[config.mk]
export PLATFORM = sky130hd
export DESIGN_NAME = calc_cmd_feeder
export DESIGN_NICKNAME = d
export VERILOG_FILES = /design/src/rtl/calc_pkg.sv /design/src/rtl/sync_fifo.sv /design/src/rtl/calc_cmd_feeder.sv
export SDC_FILE = /design/constraint.sdc
export NUM_CORES = 1
export LEC_CHECK = 0
export CAP_MARGIN = 20
export CORE_MARGIN = 2
export CORE_UTILIZATION = 53
export DETAILED_ROUTE_END_ITERATION = 12
export GPL_TIMING_DRIVEN = 0
export PLACE_DENSITY = 0.76
export SLEW_MARGIN = 20
export SYNTH_ARGS = -nofsm -noshare
export SYNTH_HDL_FRONTEND = slang
export SYNTH_HIERARCHICAL = 1
export SYNTH_SLANG_ARGS = --single-unit
[constraint.sdc]
create_clock -name clk -period 4.7 [get_ports clk]
set_input_delay 0.705 -clock clk [delete_from_list [all_inputs] [get_ports clk]]
set_output_delay 0.705 -clock clk [all_outputs]
set_load 0.01 [all_outputs]
[src/rtl/calc_pkg.sv]
// Shared command definitions for calc_cmd_feeder and rec_calc.
package calc_pkg;

    localparam int DATA_W = 17;
    localparam int OP_W   = 4;

    localparam logic [OP_W-1:0] OP_NOP = 4'd0;

    typedef struct packed {
        logic [OP_W-1:0]   op;
        logic [DATA_W-1:0] val;
    } calc_cmd_t;

endpackage

[src/rtl/sync_fifo.sv]
// Small first-word-fall-through FIFO with wrap-bit pointers and a synchronous flush.
module sync_fifo #(
    parameter int WIDTH = 21,
    parameter int DEPTH = 4
) (
    input  logic                       clk,
    input  logic                       reset,
    input  logic                       flush,
    input  logic                       push,
    input  logic                       pop,
    input  logic [WIDTH-1:0]           din,
    output logic [WIDTH-1:0]           dout,
    output logic                       full,
    output logic                       empty,
    output logic [$clog2(DEPTH):0]     level
);

    localparam int AW = $clog2(DEPTH);

    logic [WIDTH-1:0] mem [DEPTH];
    logic [AW:0]      wr_ptr_reg;
    logic [AW:0]      rd_ptr_reg;
    logic             push_ok;
    logic             pop_ok;

    // Flush wins over both a same-cycle push and a same-cycle pop.
    assign push_ok = push && !full && !flush;
    assign pop_ok  = pop && !empty && !flush;

    assign empty = (wr_ptr_reg == rd_ptr_reg);
    assign full  = (wr_ptr_reg[AW] != rd_ptr_reg[AW]) &&
                   (wr_ptr_reg[AW-1:0] == rd_ptr_reg[AW-1:0]);
    assign level = wr_ptr_reg - rd_ptr_reg;
    assign dout  = mem[rd_ptr_reg[AW-1:0]];

    always_ff @(posedge clk or negedge reset) begin
        if (!reset) begin
            wr_ptr_reg <= '0;
            rd_ptr_reg <= '0;
        end else if (flush) begin
            wr_ptr_reg <= '0;
            rd_ptr_reg <= '0;
        end else begin
            if (push_ok) wr_ptr_reg <= wr_ptr_reg + 1'b1;
            if (pop_ok)  rd_ptr_reg <= rd_ptr_reg + 1'b1;
        end
    end

    always_ff @(posedge clk) begin
        if (push_ok) mem[wr_ptr_reg[AW-1:0]] <= din;
    end

endmodule

[src/rtl/calc_cmd_feeder.sv]
// Buffers {op, operand} commands and issues them to rec_calc at a paced rate.
module calc_cmd_feeder #(
    parameter int DATA_W = calc_pkg::DATA_W,
    parameter int OP_W   = calc_pkg::OP_W,
    parameter int DEPTH  = 4,
    parameter int GAP    = 2
) (
    input  logic                      clk,
    input  logic                      reset,
    input  logic                      flush,
    input  logic                      in_valid,
    output logic                      in_ready,
    input  logic [OP_W-1:0]           in_op,
    input  logic [DATA_W-1:0]         in_val,
    output logic                      out_valid,
    output logic [OP_W-1:0]           out_op,
    output logic [DATA_W-1:0]         out_val,
    output logic [$clog2(DEPTH):0]    level
);

    localparam int PW = (GAP > 1) ? $clog2(GAP) : 1;
    localparam logic [OP_W-1:0] NOP = OP_W'(calc_pkg::OP_NOP);

    logic [OP_W+DATA_W-1:0] head;
    logic                   full;
    logic                   empty;
    logic                   issue;

    logic [PW-1:0]     pace_cnt_reg,  pace_cnt_next;
    logic              out_valid_reg, out_valid_next;
    logic [OP_W-1:0]   out_op_reg,    out_op_next;
    logic [DATA_W-1:0] out_val_reg,   out_val_next;

    sync_fifo #(
        .WIDTH (OP_W + DATA_W),
        .DEPTH (DEPTH)
    ) u_fifo (
        .clk   (clk),
        .reset (reset),
        .flush (flush),
        .push  (in_valid),
        .pop   (issue),
        .din   ({in_op, in_val}),
        .dout  (head),
        .full  (full),
        .empty (empty),
        .level (level)
    );

    assign in_ready = !full;
    assign issue    = !empty && (pace_cnt_reg == '0) && !flush;

    // out_val deliberately holds across idle cycles so valA stays stable downstream.
    always_comb begin
        pace_cnt_next  = (pace_cnt_reg != '0) ? pace_cnt_reg - PW'(1) : '0;
        out_valid_next = 1'b0;
        out_op_next    = NOP;
        out_val_next   = out_val_reg;
        if (flush) begin
            pace_cnt_next = '0;
        end else if (issue) begin
            pace_cnt_next  = PW'(GAP - 1);
            out_valid_next = 1'b1;
            out_op_next    = head[OP_W+DATA_W-1:DATA_W];
            out_val_next   = head[DATA_W-1:0];
        end
    end

    always_ff @(posedge clk or negedge reset) begin
        if (!reset) begin
            pace_cnt_reg  <= '0;
            out_valid_reg <= 1'b0;
            out_op_reg    <= NOP;
            out_val_reg   <= '0;
        end else begin
            pace_cnt_reg  <= pace_cnt_next;
            out_valid_reg <= out_valid_next;
            out_op_reg    <= out_op_next;
            out_val_reg   <= out_val_next;
        end
    end

    assign out_valid = out_valid_reg;
    assign out_op    = out_op_reg;
    assign out_val   = out_val_reg;

endmodule
[Word-level counts from Yosys, hierarchy flattened]
Memories as Yosys holds them, arrays and structs flattened.
Cells that the tools add are included.
Operators by class
  $add $sub $neg: 4
  eq/ne operators: 3
  mux-type cells: 13
  bitwise operators: 2
  reduce and logical (&&, ||, !) cells: 13
Operators by type and width (count)
  two-way mux 3 bit: 4
  two-way mux 4 bit: 2
  logical AND 1 bit: 7
  two-way mux 1 bit: 7
  adder 3 x 1 -> 3 bit, second input constant: 2
  nonzero test 2 bit: 2
  == test 3 bit: 1
  logical NOT 1 bit: 3
  subtractor 3 bit: 1
  == test 2 bit: 1
  NOT 1 bit: 2
  AND reduction 2 bit: 1
  inequality test 1 bit: 1
  subtractor 1 bit, second input constant: 1
Storage, ports and cells
  register bits: 29
  bits in writable memories: 84
  bits of input ports: 25
  output and inout bits: 26
  word-level logic and storage cells: 42
  memories: 1
Memories
  u_fifo.mem: words 4, bits a word 21, rd ports 1, clocked after Yosys merged registers in 0, wr ports 1, RTL line sync_fifo.sv:20  | logic [WIDTH-1:0] mem [DEPTH];

[Logic depth before layout (Yosys ltp)]
Gate-level depths: netlist (run 1).
  depth in word-level cells: 8
  gate-level depth with buffers: 10
  gate-level depth less buffers: 8

[Hierarchy]
Netlist (run 1), hierarchy kept.
Modules (own cells, without submodules)
  sync_fifo: times used 1, cells each 173, area each 3585.9 um2, seq. area each 2672.6 um2
  calc_cmd_feeder: times used 1, cells each 47, area each 809.5 um2, seq. area each 550.5 um2

[Least setup slack after synthesis (run 1)]
No wires, ideal clock.
  path type: reg2reg
  from: reg u_fifo.wr_ptr_reg[0]
  to: mem u_fifo.mem[3][0], enable pin
  library setup time: 0.425 ns
  arrival: 2.724 ns
  required time: 4.275 ns
  path slack: 1.551 ns
  cell stages (with the launch flop): 7
  path buffers: 0
  period minus slack after synthesis: 3.149 ns
  cells stage by stage: dfrtp_1 inv_1 ha_1 nand2_1 or2_1 inv_1 nor3_1
On the way
  cells in the longest elaborated chain, start to end: 7
RTL lines
  from (decl): RTL line sync_fifo.sv:21  | logic [AW:0] wr_ptr_reg;
  from (signal assigned): RTL line sync_fifo.sv:44  | if (push_ok) wr_ptr_reg <= wr_ptr_reg + 1'b1;
  == test 2 bit: RTL line sync_fifo.sv:32  | (wr_ptr_reg[AW-1:0] == rd_ptr_reg[AW-1:0]);
  logical AND 1 bit: RTL line sync_fifo.sv:31  | assign full = (wr_ptr_reg[AW] != rd_ptr_reg[AW]) &&
  named net full: RTL line calc_cmd_feeder.sv:25  | logic full;
  logical NOT 1 bit: RTL line sync_fifo.sv:27  | assign push_ok = push && !full && !flush;
  logical AND 1 bit (2 in series): RTL line sync_fifo.sv:27
  two-way mux 1 bit: RTL line sync_fifo.sv:50  | if (push_ok) mem[wr_ptr_reg[AW-1:0]] <= din;
  two-way mux 1 bit (implied by the code): RTL line sync_fifo.sv:50
  to (decl): RTL line sync_fifo.sv:20
The timed path passes the listed nets, and every way through them passes these cells.

[Worst setup path after layout (run 1)]
  from: reg u_fifo.rd_ptr_reg[1]
  to: out in_ready
On the way
  cells in the longest elaborated chain, start to end: 3
RTL lines
  from (decl): RTL line sync_fifo.sv:22  | logic [AW:0] rd_ptr_reg;
  from (signal assigned): RTL line sync_fifo.sv:45  | if (pop_ok) rd_ptr_reg <= rd_ptr_reg + 1'b1;
  == test 2 bit: RTL line sync_fifo.sv:32
  logical AND 1 bit: RTL line sync_fifo.sv:31
  named net full: RTL line calc_cmd_feeder.sv:25
  logical NOT 1 bit: RTL line calc_cmd_feeder.sv:50  | assign in_ready = !full;
  to (decl): RTL line calc_cmd_feeder.sv:12  | output logic in_ready,
The timed path passes the listed nets, and every way through them passes these cells.

==> summary.md, run 1 <==
| Metric | Value |
|---|---|
| Crit path time final | approximately 3.2 ns |
| Via count | between 2000 and 2500 |
| Crit. End Element | output port |
| Power density over the cells | 539 nW/um^2 |
| Clk pwr share | approximately 20% |
| Layout area overhead | 19.3% |
| Syn_area_per_cell | about 20 um^2 |
| Syn nets | approximately 250 |
| Max FFs per register | between 80 and 90 |
| Drt total wl | approximately 7.5 mm |
| Register area share after synthesis | ~73% |
| R2r setup slk | around 2.0 ns |
| Sw frac | a little under a third |
| Remaining global-route overflow | 0 |
| Vias in the first global route | 2231 |
| Final period utilization | between 60% and 70% |
| Row count | 33 |
| Initial antenna violation count | 0 |
| Post-CTS Setup Bufs | 0 |
| Post-synth top area cell | edfxtp_1 |
| XOR/XNOR share of the synthesized area | less than 1% |
| R2r endpoint | u_fifo/rd_ptr_reg[1]$_DFFE_PN0P_ |
| Worst Path Required | between 3 and 4 ns |
| Worst-Margin Slew | ~0.70 ns |
| WHS | approximately 0.37 ns |
| P_int | approximately 2.0 mW |
| FILL cells | 580 |
| # setup viols final | 0 |
| Distinct cells, synth | 35 |
| Num CTS Buffers | 9 |
| GPL Wtd Cong | about 0.77 |
| Antenna cells | 0 |
| Layout cells sized above 1 | between 20% and 30% |
| Most common cell in the netlist | edfxtp_1 |
| Hold crit path type | in2async |
| Synth Flop Type | edfxtp_1 |
| Critical-path top delay cell | clkdlybuf4s50_1 |
| Final Hold Viols | 0 |
| Syn. warnings | 6 |
| Adder-cell share of the synthesized area | 2.45% |
| Post-synth EDFFs | 84 |
| Routed wire per std cell | between 15 and 20 um |
| Largest net degree at the start of global routing | 29 |
| Core region area | just over 8000 um^2 |
| Most common cell type on the critical path | inv_1 |
| Reg clk slew, reported paths | 0.11 ns |
| Comb power frac | about 33% |
| DRT iter0 DRCs | 128 |
| Slew Viols, Final | 0 |
| Nets | roughly 320 |
| Total of max-cap violations | 0 |
| Worst setup margin | roughly 1.5 ns |
| Post-route setup TNS | 0 ns |
| RSZ-0062 raised after global routing | no |
| Sw power | 0.854 mW |
| Worst Path Arrival | between 2 and 3 ns |
| IO Pins | just over 50 |
| Drc violations | 0 |
| Crit path kind | reg2out |
| Top cells by area, synth | edfxtp_1 (57%), dfrtp_1 (16%), mux4_2 (11%), mux2_2 (4.6%), ha_1 (2.0%) |
| P_leak | 1.81 nW |
| Die Span Y | 95.1 um |
| Rel. slew slack | between 50% and 60% |
| Root Buffer | clkbuf_8 |
| Post-synthesis async set-or-reset flop share | between 20% and 30% |
| Reg area | between 3000 and 4000 um^2 |
| CP Buf/Inv Count | 4 |
| Synth Area in Compound Gates | approximately 1.7% |
| R2R cell count | 10 |
| CP Launch Type | register |
| H-tree Lvls | 3 |
| Syn Inst Count | 220 |
| Initial Util | a little over half |
| Worst slack at placement | 1.66 ns |
| Synth top cells by count | edfxtp_1 (84), dfrtp_1 (28), mux4_2 (21) |
| TritonCTS clock tree | built |
| I/O Buffers | 50 |
| # resized after CTS | 0 |
| Mapped cell area | 4400 um^2 |
| CTS sink cnt | ~110 |
| Global Route Usage Sum | 18.0% |
| CTS max path bufs | 2 |
| Max incr delay on CP | roughly 0.47 ns |
| Sequential Power Share | a little under half |
| First-pass GRT wire length | 11.6 mm |
| Hold_buf cts | 0 |
| Skew final | around 0.012 ns |
| Hpwl dp | approximately 4.7 mm |
| Status | complete, no violations |
| Post-Synth Simple-Gate Area | 4.61% |
| CP Cell Sequence | inv_1 > ha_1 > nand2_1 > or2_1 > inv_1 > inv_1 > clkdlybuf4s50_1 |
| Synth top area share | a little under three fifths |
| Die X | 95.1 um |
| CP delay by family, top | buffers and inverters |
| Area occupied by multi-input gates | about 1100 um^2 |
| Peak supply drop | ~0.24 mV |
| Skew-Pair Late Insertion Delay | ~0.37 ns |
| DR pass1 iterations | 4 |
| Worst-path maximum fanout | 10 |
| Full die area | 9040 um^2 |
| Number of nets with antenna violations after routing | 0 |
| FF-to-FF Start | u_fifo/rd_ptr_reg[1]$_DFFE_PN0P_ |
| Total Power | around 2.8 mW |
| Synthesized flop and latch total | between 100 and 150 |
| Proportion of synthesized area in mux cells | approximately 15% |
| Vias per inst | ~5.6 |
| F_max | 312 MHz |
| Util after Layout | between 60 and 70% |
| Largest family of logic cells by synthesized area | multiplexers |
final cells by class:
type / instances / share of cell area, %
multi-input combinational: 92 / 20.9
clock inverter: 7 / 1.38
timing repair buffer: 52 / 9.74
sequential: 112 / 61.5
buffer: 9 / 1.12
inverter: 7 / 0.501
tap: 105 / 2.51
clock buffer: 9 / 2.36
metrics by stage:
step	std cells	cell area [um^2]
floorplan	220	4400
global placement	375	5030
detailed placement	377	5040
CTS	393	5240
global route	393	5240
finish	393	5240
power by group through the flow:
stage	clock [mW]	combinational, mW	sequential, mW
2_1_floorplan	0	0.534	1.37
3_3_place_gp	0	0.920	1.34
3_5_place_dp	0	0.950	1.35
4_1_cts	0.576	0.952	1.33
5_1_grt	0.612	1.02	1.34
6_report	0.557	0.941	1.33
logic make-up (layout without fill, tap and decap cells):
logic type / Yosys count / in the layout
buffers and inverters: 16 / 84
multiplexers: 39 / 39
flip-flops: 112 / 112
XOR/XNOR: 2 / 2
adder cells (fa/ha/maj): 8 / 8
AO/OA/AOI/OAI: 11 / 11
AND/OR/NAND/NOR: 32 / 32
per-layer routing:
metal	part of all wire, %	global-route usage (%)	vias to the layer above	wire length (um)
li1	-	-	997	-
met1	42	23.7	1133	3110
met2	52	29.5	48	3910
met3	4.3	3.56	10	321
met4	1.8	7.37	0	133
met5	0	0	-	0
how the worst max path moves through the flow:
stage,from,endpoint,depth (start not counted)
after floorplan,u_fifo/wr_ptr_reg[0]$_DFFE_PN0P_,u_fifo/mem[3][0]$_DFFE_PP_,6
after global placement,flush,u_fifo/mem[3][4]$_DFFE_PP_,3
after detailed placement,flush,u_fifo/mem[0][4]$_DFFE_PP_,3
after CTS,u_fifo/rd_ptr_reg[1]$_DFFE_PN0P_,in_ready,7
after global routing,u_fifo/rd_ptr_reg[1]$_DFFE_PN0P_,in_ready,7
final,u_fifo/rd_ptr_reg[1]$_DFFE_PN0P_,in_ready,7
cell usage in the layout (no fill, tap or decap), types with 4 or more instances in the layout:
cell type         n
edfxtp_1         84
clkdlybuf4s50_1  49
dfrtp_1          28
mux4_2           21
mux2_2           18
clkbuf_8          9
inv_1             7
ha_1              7
and2_1            4
buf_4             4
nand2_1           4
nand3_1           4
Power figures use the tool's default switching activity.
==> run 2: changes to the inputs <==
--- a/config.mk
+++ b/config.mk
@@ -7,10 +7,10 @@
 export LEC_CHECK = 0
 export CAP_MARGIN = 20
 export CORE_MARGIN = 2
-export CORE_UTILIZATION = 53
+export CORE_UTILIZATION = 50
 export DETAILED_ROUTE_END_ITERATION = 12
 export GPL_TIMING_DRIVEN = 0
-export PLACE_DENSITY = 0.76
+export PLACE_DENSITY = 0.75
 export SLEW_MARGIN = 20
 export SYNTH_ARGS = -nofsm -noshare
 export SYNTH_HDL_FRONTEND = slang
==> constraint.sdc (replaced) <==
create_clock -name clk -period 2.7 [get_ports clk]
set_input_delay 0.405 -clock clk [delete_from_list [all_inputs] [get_ports clk]]
set_output_delay 0.405 -clock clk [all_outputs]
set_load 0.01 [all_outputs]
==> run 2 against run 1 <==
Combinational power is 81% higher. Clock-buffer cell count is 1 higher. Routed wire length is 1.2% higher. Sequential share of layout area is 0.84 points lower. Clock power is 64% higher.
==> summary.md, run 2 (same netlist as run 1, synthesis figures left out) <==
| Metric | Value |
|---|---|
| Gr busiest metal | met2 |
| Comb power frac | 34.5% (+1.2 points) |
| TritonCTS clock tree | built |
| Peak supply drop | 0.422 mV (+77%) |
| Layout area overhead | 21.0% |
| P_leak | 1.82 nW (+0.38%) |
| Grt met1 use | 22.9% (-0.82 points) |
| GPL Wtd Cong | 0.763 (-0.31%) |
| Fin cells | 399 (+1.5%) |
| Skew final | 0.0118 ns (+0.000301 ns) |
| Met3 GRT Util | 3.15% (-0.41 points) |
| Num CTS Buffers | 9 (unchanged) |
| Row count | 34 (+3.0%) |
| Post-route setup TNS | 0 ns (unchanged) |
| R2R cell count | 10 (unchanged) |
| DRT iter0 DRCs | 93 (-27%) |
| Hold crit path type | in2async |
| Skew-Pair Late Insertion Delay | 0.36 ns (about the same) |
| Util after Layout | 61.6% (-2.9 points) |
| Worst-path maximum fanout | 10 (unchanged) |
| Sequential Power Share | 46.9% (about the same) |
| Number of nets with antenna violations after routing | 0 (unchanged) |
| FF-to-FF Start | u_fifo/rd_ptr_reg[1]$_DFFE_PN0P_ |
| Worst-Margin Slew | 0.650 ns (-0.0459 ns) |
| Status | complete, no violations |
| Initial Util | 50.9% (-3.1 points) |
| Largest net degree at the start of global routing | 22 (-24%) |
| Via count | 2224 (+1.6%) |
| Final Hold Viols | 0 (unchanged) |
| Crit. End Element | output port |
| Placed Area | 5080 um^2 (+0.79%) |
| Reg area | 3220 um^2 (about the same) |
| Antenna cells | 0 (unchanged) |
| CP Launch Point | u_fifo/wr_ptr_reg[1]$_DFFE_PN0P_ |
| Reg clk slew, reported paths | 0.11 ns (about the same) |
| IO Pins | 51 (unchanged) |
| First-pass GRT wire length | 12.0 mm (+2.8%) |
| Commonest cells after routing, fill and taps aside | edfxtp_1 (84), clkdlybuf4s50_1 (49), dfrtp_1 (27) |
| Layout cells sized above 1 | 26.8% (+2.5 points) |
| F_max | between 300 and 400 MHz |
| Final period utilization | 95.5% |
| CTS sink cnt | 112 (unchanged) |
| H-tree Lvls | 3 (unchanged) |
| Die Span Y | 97.8 um (+2.8%) |
| Sw power | 1.45 mW (+70%) |
| Post-route cell area | 5320 um^2 (+1.4%) |
| Vias per inst | 5.57 (+0.12%) |
| Total of max-cap violations | 0 (unchanged) |
| Crit path to | in_ready |
| Vias in the first global route | 2224 (-0.31%) |
| FILL cells | 614 (+5.9%) |
| DR pass1 iterations | 4 (unchanged) |
| Crit path kind | reg2out |
| Max FFs per register | 84 (unchanged) |
| Hpwl dp | 4.80 mm (+1.9%) |
| Worst Path Arrival | 2.17 ns (-0.33 ns) |
| Core region area | 8640 um^2 (+6.2%) |
| # setup viols final | 0 (unchanged) |
| Slew Viols, Final | 0 (unchanged) |
| Drc violations | 0 (unchanged) |
| Root Buffer | clkbuf_8 |
| Clk pwr share | 18.5% (-1.2 points) |
| R2r setup slk | 0.32 ns (-1.66 ns) |
| Sw frac | 29.6% (-0.66 points) |
| P_int | 3.46 mW (+76%) |
| CP Launch Type | register |
| R2r endpoint | u_fifo/rd_ptr_reg[1]$_DFFE_PN0P_ |
| Cells after DPL | 380 (+0.80%) |
| Initial antenna violation count | 0 (unchanged) |
| Power density over the cells | 924 nW/um^2 (+72%) |
| CTS max path bufs | 2 (unchanged) |
| Area occupied by multi-input gates | 1130 um^2 (+3.3%) |
| Rel. slew slack | 56.7% (+3.1 points) |
| I/O Buffers | 50 (unchanged) |
| Met2 usage | 27.3% (-2.2 points) |
| Nets | 319 (+0.95%) |
| WHS | 0.506 ns (+0.137 ns) |
| Routed wire per std cell | 19.0 um (-0.32%) |
| Full die area | 9560 um^2 (+5.8%) |
| RSZ-0062 raised after global routing | no |
| Crit path time final | around 2.6 ns |
| Commonest non-fill, non-tap cell in the layout | edfxtp_1 |
| Die X | 97.8 um (+2.8%) |
| Worst Path Required | 2.30 ns (-1.69 ns) |
| Global Route Usage Sum | 16.6% (-1.3 points) |
| Drt total wl | 7.57 mm (+1.2%) |
| Remaining global-route overflow | 0 (unchanged) |
run 2: cell types whose count changed in the layout (fill, tap and decap cells not counted), moves of 2 or more:
cell	previous run	this run
ha_1	7	5
inv_1	7	5
inv_6	1	3
inv_2	0	2
ha_4	0	2
inv_8	3	1
run 2: worst min-delay path by stage:
stage / cells past startpoint / from / end
2_1_floorplan: 0 / reset / out_op[0]$_DFF_PN0_
3_3_place_gp: 1 / out_val[2]$_DFFE_PN0P_ / out_val[2]$_DFFE_PN0P_
3_5_place_dp: 1 / reset / u_fifo/wr_ptr_reg[2]$_DFFE_PN0P_
4_1_cts: 2 / reset / out_val[3]$_DFFE_PN0P_
5_1_grt: 2 / reset / out_val[0]$_DFFE_PN0P_
6_report: 2 / reset / out_val[0]$_DFFE_PN0P_
run 2: worst max-delay path, stage by stage (launching register included):
cell             delay, ns
dfrtp_2               0.49
ha_4                  0.32
nand2_2               0.12
or2_4                 0.30
inv_2                 0.09
inv_1                 0.04
clkdlybuf4s50_1       0.46
run 2: final cells by class:
class	count	area share, %
flip-flops and latches	112	60.6
multi-input cells	92	21.3
repair buffers	55	10.6
well taps	108	2.54
clock buffers	10	2.40
plain buffers	9	1.11
clock inverters	6	0.941
inverters	7	0.494
run 2: timing repair:
item                       CTS  global route
gates cloned                 0             0
setup endpoints to repair   22             2
pin swaps                    0             0
setup buffers                2             0
hold endpoints to repair    13             0
gates resized for setup      5             3
hold buffers                 1             0
run 2: through the flow:
step,power (mW),worst slack [ns]
floorplan,3.31,0.183
global placement,3.95,-0.677
detailed placement,4.00,-0.0768
CTS,4.97,0.0420
global route,5.18,0.0230
finish,4.91,0.121
run 2: power by group through the flow:
stage	Combinational, mW	Sequential, mW	Clock [mW]
after floorplan	0.930	2.38	0
after global placement	1.60	2.34	0
after detailed placement	1.65	2.35	0
after CTS	1.72	2.31	0.938
after global routing	1.84	2.34	1.00
final	1.70	2.31	0.911
run 2: per-layer routing:
layer  wire [um]  share of wire (%)
met1        3440                 45
met2        3800                 50
met3         214                2.8
met4         112                1.5
met5           0                  0
==> run 3: changes to the inputs <==
--- a/config.mk
+++ b/config.mk
@@ -7,10 +7,9 @@
 export LEC_CHECK = 0
 export CAP_MARGIN = 20
 export CORE_MARGIN = 2
-export CORE_UTILIZATION = 50
+export CORE_UTILIZATION = 28
 export DETAILED_ROUTE_END_ITERATION = 12
 export GPL_TIMING_DRIVEN = 0
-export PLACE_DENSITY = 0.75
 export SLEW_MARGIN = 20
 export SYNTH_ARGS = -nofsm -noshare
 export SYNTH_HDL_FRONTEND = slang
==> run 3 against run 2 <==
Largest cell class unchanged. Largest power group unchanged. Hold slack better by 0.0059 ns. Clock power is 46% higher. Final area is 5.1% higher. Non-clock buffer count is 1 higher.
==> summary.md, run 3 (same netlist as run 1, synthesis figures left out) <==
| Metric | Value |
|---|---|
| Die X | 129 um (+32%) |
| Critical-path top delay cell | clkdlybuf4s50_1 |
| P_int | 3.86 mW (+12%) |
| Largest net degree at the start of global routing | 22 (unchanged) |
| Clk pwr share | 24.8% (+6.3 points) |
| Sw frac | 27.9% (-1.7 points) |
| Crit. End Element | output port |
| Number of nets with antenna violations after routing | 0 (unchanged) |
| CP Launch Type | register |
| Layout cells sized above 1 | 27.1% (+0.25 points) |
| Reg clk slew, reported paths | 0.07 ns (-0.04 ns) |
| Layout area overhead | 27.1% |
| CP delay by family, top | buffers and inverters |
| Nets | 320 (+0.31%) |
| WHS | 0.512 ns (+0.00585 ns) |
| Total of max-cap violations | 0 (unchanged) |
| Worst-Margin Slew | 0.665 ns (+0.0153 ns) |
| CTS max path bufs | 2 (unchanged) |
| Crit path time final | 2.60 ns (+0.0190 ns) |
| Via count | 2226 (+0.090%) |
| Full die area | 16700 um^2 (+75%) |
| Die Span Y | 129 um (+32%) |
| DRT iter0 DRCs | 193 (+110%) |
| Cells after DPL | 484 (+27%) |
| Commonest non-fill, non-tap cell in the layout | edfxtp_1 |
| Sw power | 1.49 mW (+2.6%) |
| Num CTS Buffers | 9 (unchanged) |
| Root Buffer | clkbuf_16 |
| Post-route setup TNS | 0 ns (unchanged) |
| Hold crit path type | reg2reg |
| Worst-path maximum fanout | 10 (unchanged) |
| Core region area | 15300 um^2 (+77%) |
| Most common cell type on the critical path | inv_1 |
| Vias per inst | 4.43 (-21%) |
| RSZ-0062 raised after global routing | no |
| Antenna cells | 0 (unchanged) |
| Skew final | 0.00545 ns (-0.00639 ns) |
| Total Power | 5.35 mW (+8.9%) |
| Worst Path Arrival | 2.19 ns (+0.02 ns) |
| Initial Util | 28.8% (-22 points) |
| Sequential Power Share | 43.0% (-3.9 points) |
| TritonCTS clock tree | built |
| CTS sink cnt | 112 (unchanged) |
| Status | complete, no violations |
| Global Route Usage Sum | 10.9% (-5.7 points) |
| P_leak | 1.89 nW (+3.8%) |
| Drt total wl | 8.42 mm (+11%) |
| Worst setup margin | 0.102 ns (-0.0190 ns) |
| Final period utilization | 96.2% (+0.70 points) |
| CP Buf/Inv Count | 4 (+1) |
| Fin cells | 503 (+26%) |
| Comb power frac | 32.1% (-2.4 points) |
| DR pass1 iterations | 4 (unchanged) |
| Worst Path Required | 2.30 ns (about the same) |
| Routed wire per std cell | 16.7 um (-12%) |
| Critical path depth in cells | 7 (+1) |
| WHS Path Cells | 1 |
| # setup viols final | 0 (unchanged) |
| Vias in the first global route | 2375 (+6.8%) |
| Drc violations | 0 (unchanged) |
| Commonest cells after routing, fill and taps aside | edfxtp_1 (84), clkdlybuf4s50_1 (49), dfrtp_1 (27) |
| Peak supply drop | 0.314 mV (-26%) |
| Placed Area | 5230 um^2 (+2.9%) |
| GPL Wtd Cong | 0.713 (-6.5%) |
| Worst slack at placement | -0.0328 ns (+0.0440 ns) |
| Power density over the cells | 958 nW/um^2 (+3.7%) |
| H-tree Lvls | 3 (unchanged) |
| Skew-Pair Late Insertion Delay | 0.34 ns (-0.02 ns) |
| Final Hold Viols | 0 (unchanged) |
| IO Pins | 51 (unchanged) |
| Row count | 45 (+32%) |
| F_max | 385 MHz (-0.73%) |
| Hpwl dp | 5.47 mm (+14%) |
| Rel. slew slack | 55.7% (-1.0 points) |
| Remaining global-route overflow | 0 (unchanged) |
| Post-route cell area | 5590 um^2 (+5.1%) |
| FILL cells | 1438 (+130%) |
| I/O Buffers | 50 (unchanged) |
| Slew Viols, Final | 0 (unchanged) |
| Initial antenna violation count | 0 (unchanged) |
| First-pass GRT wire length | 13.3 mm (+11%) |
| CP Cell Sequence | inv_1 > ha_4 > nand2_2 > or2_1 > inv_2 > inv_1 > clkdlybuf4s50_1 |
| R2R cell count | 10 (unchanged) |
| Max FFs per register | 84 (unchanged) |
| Util after Layout | 36.6% (-25 points) |
| Max incr delay on CP | 0.47 ns (-0.02 ns) |
| Crit path kind | reg2out |
run 3: cell types whose count changed in the layout (fill, tap and decap cells not counted):
cell	previous run	this run
buf_8	1	2
inv_8	1	0
clkinvlp_4	1	0
clkinv_4	0	1
bufinv_16	0	1
inv_6	3	2
clkbuf_8	9	1
clkbuf_16	0	9
or2_1	0	1
clkinv_2	1	2
clkbuf_1	3	2
or2_4	1	0
run 3: power groups by stage:
| stage | Clock [mW] | Sequential, mW | Combinational (mW) |
|---|---|---|---|
| 3_5_place_dp | 0 | 2.35 | 1.69 |
| 2_1_floorplan | 0 | 2.38 | 0.930 |
| 3_3_place_gp | 0 | 2.34 | 1.65 |
| 6_report | 1.33 | 2.30 | 1.72 |
| 5_1_grt | 1.44 | 2.34 | 1.88 |
| 4_1_cts | 1.37 | 2.31 | 1.75 |
run 3: metal layers:
layer	GRT usage [%]	vias to the layer above	share of wire, %	routed length (um)
li1	-	1002	-	-
met2	19.3	60	54	4520
met3	3.22	9	4.5	383
met5	0	-	0	0
met1	12.8	1155	41	3430
met4	3.26	0	1.0	86
run 3: timing repair:
action,CTS,global route
hold buffers,1,0
pin swaps,0,0
buffers inserted,2,0
resized for setup,3,3
endpoints found under the setup margin,2,2
hold endpoints to repair,12,0
run 3: path summary, 6_finish.rpt:
path / from / to / slack [ns]
max: u_fifo/rd_ptr_reg[1]$_DFFE_PN0P_ / in_ready / 0.10
min: out_val[1]$_DFFE_PN0P_ / out_val[1]$_DFFE_PN0P_ / 0.51
max reg2reg: u_fifo/rd_ptr_reg[1]$_DFFE_PN0P_ / u_fifo/rd_ptr_reg[1]$_DFFE_PN0P_ / 0.20
min reg2reg: out_val[1]$_DFFE_PN0P_ / out_val[1]$_DFFE_PN0P_ / 0.51
max in group asynchronous: reset / out_val[2]$_DFFE_PN0P_ / 1.74
min in group asynchronous: reset / out_val[14]$_DFFE_PN0P_ / 0.54
run 3: area by class of cell:
cell class,instances,area [um^2],area share (%)
Sequential cell,112,3220,57.7
Multi-Input combinational cell,92,1130,20.2
Timing Repair Buffer,56,578,10.3
Tap cell,211,264,4.73
Clock buffer,10,239,4.28
Clock inverter,6,66.3,1.19
Buffer,9,58.8,1.05
Inverter,7,26.3,0.470
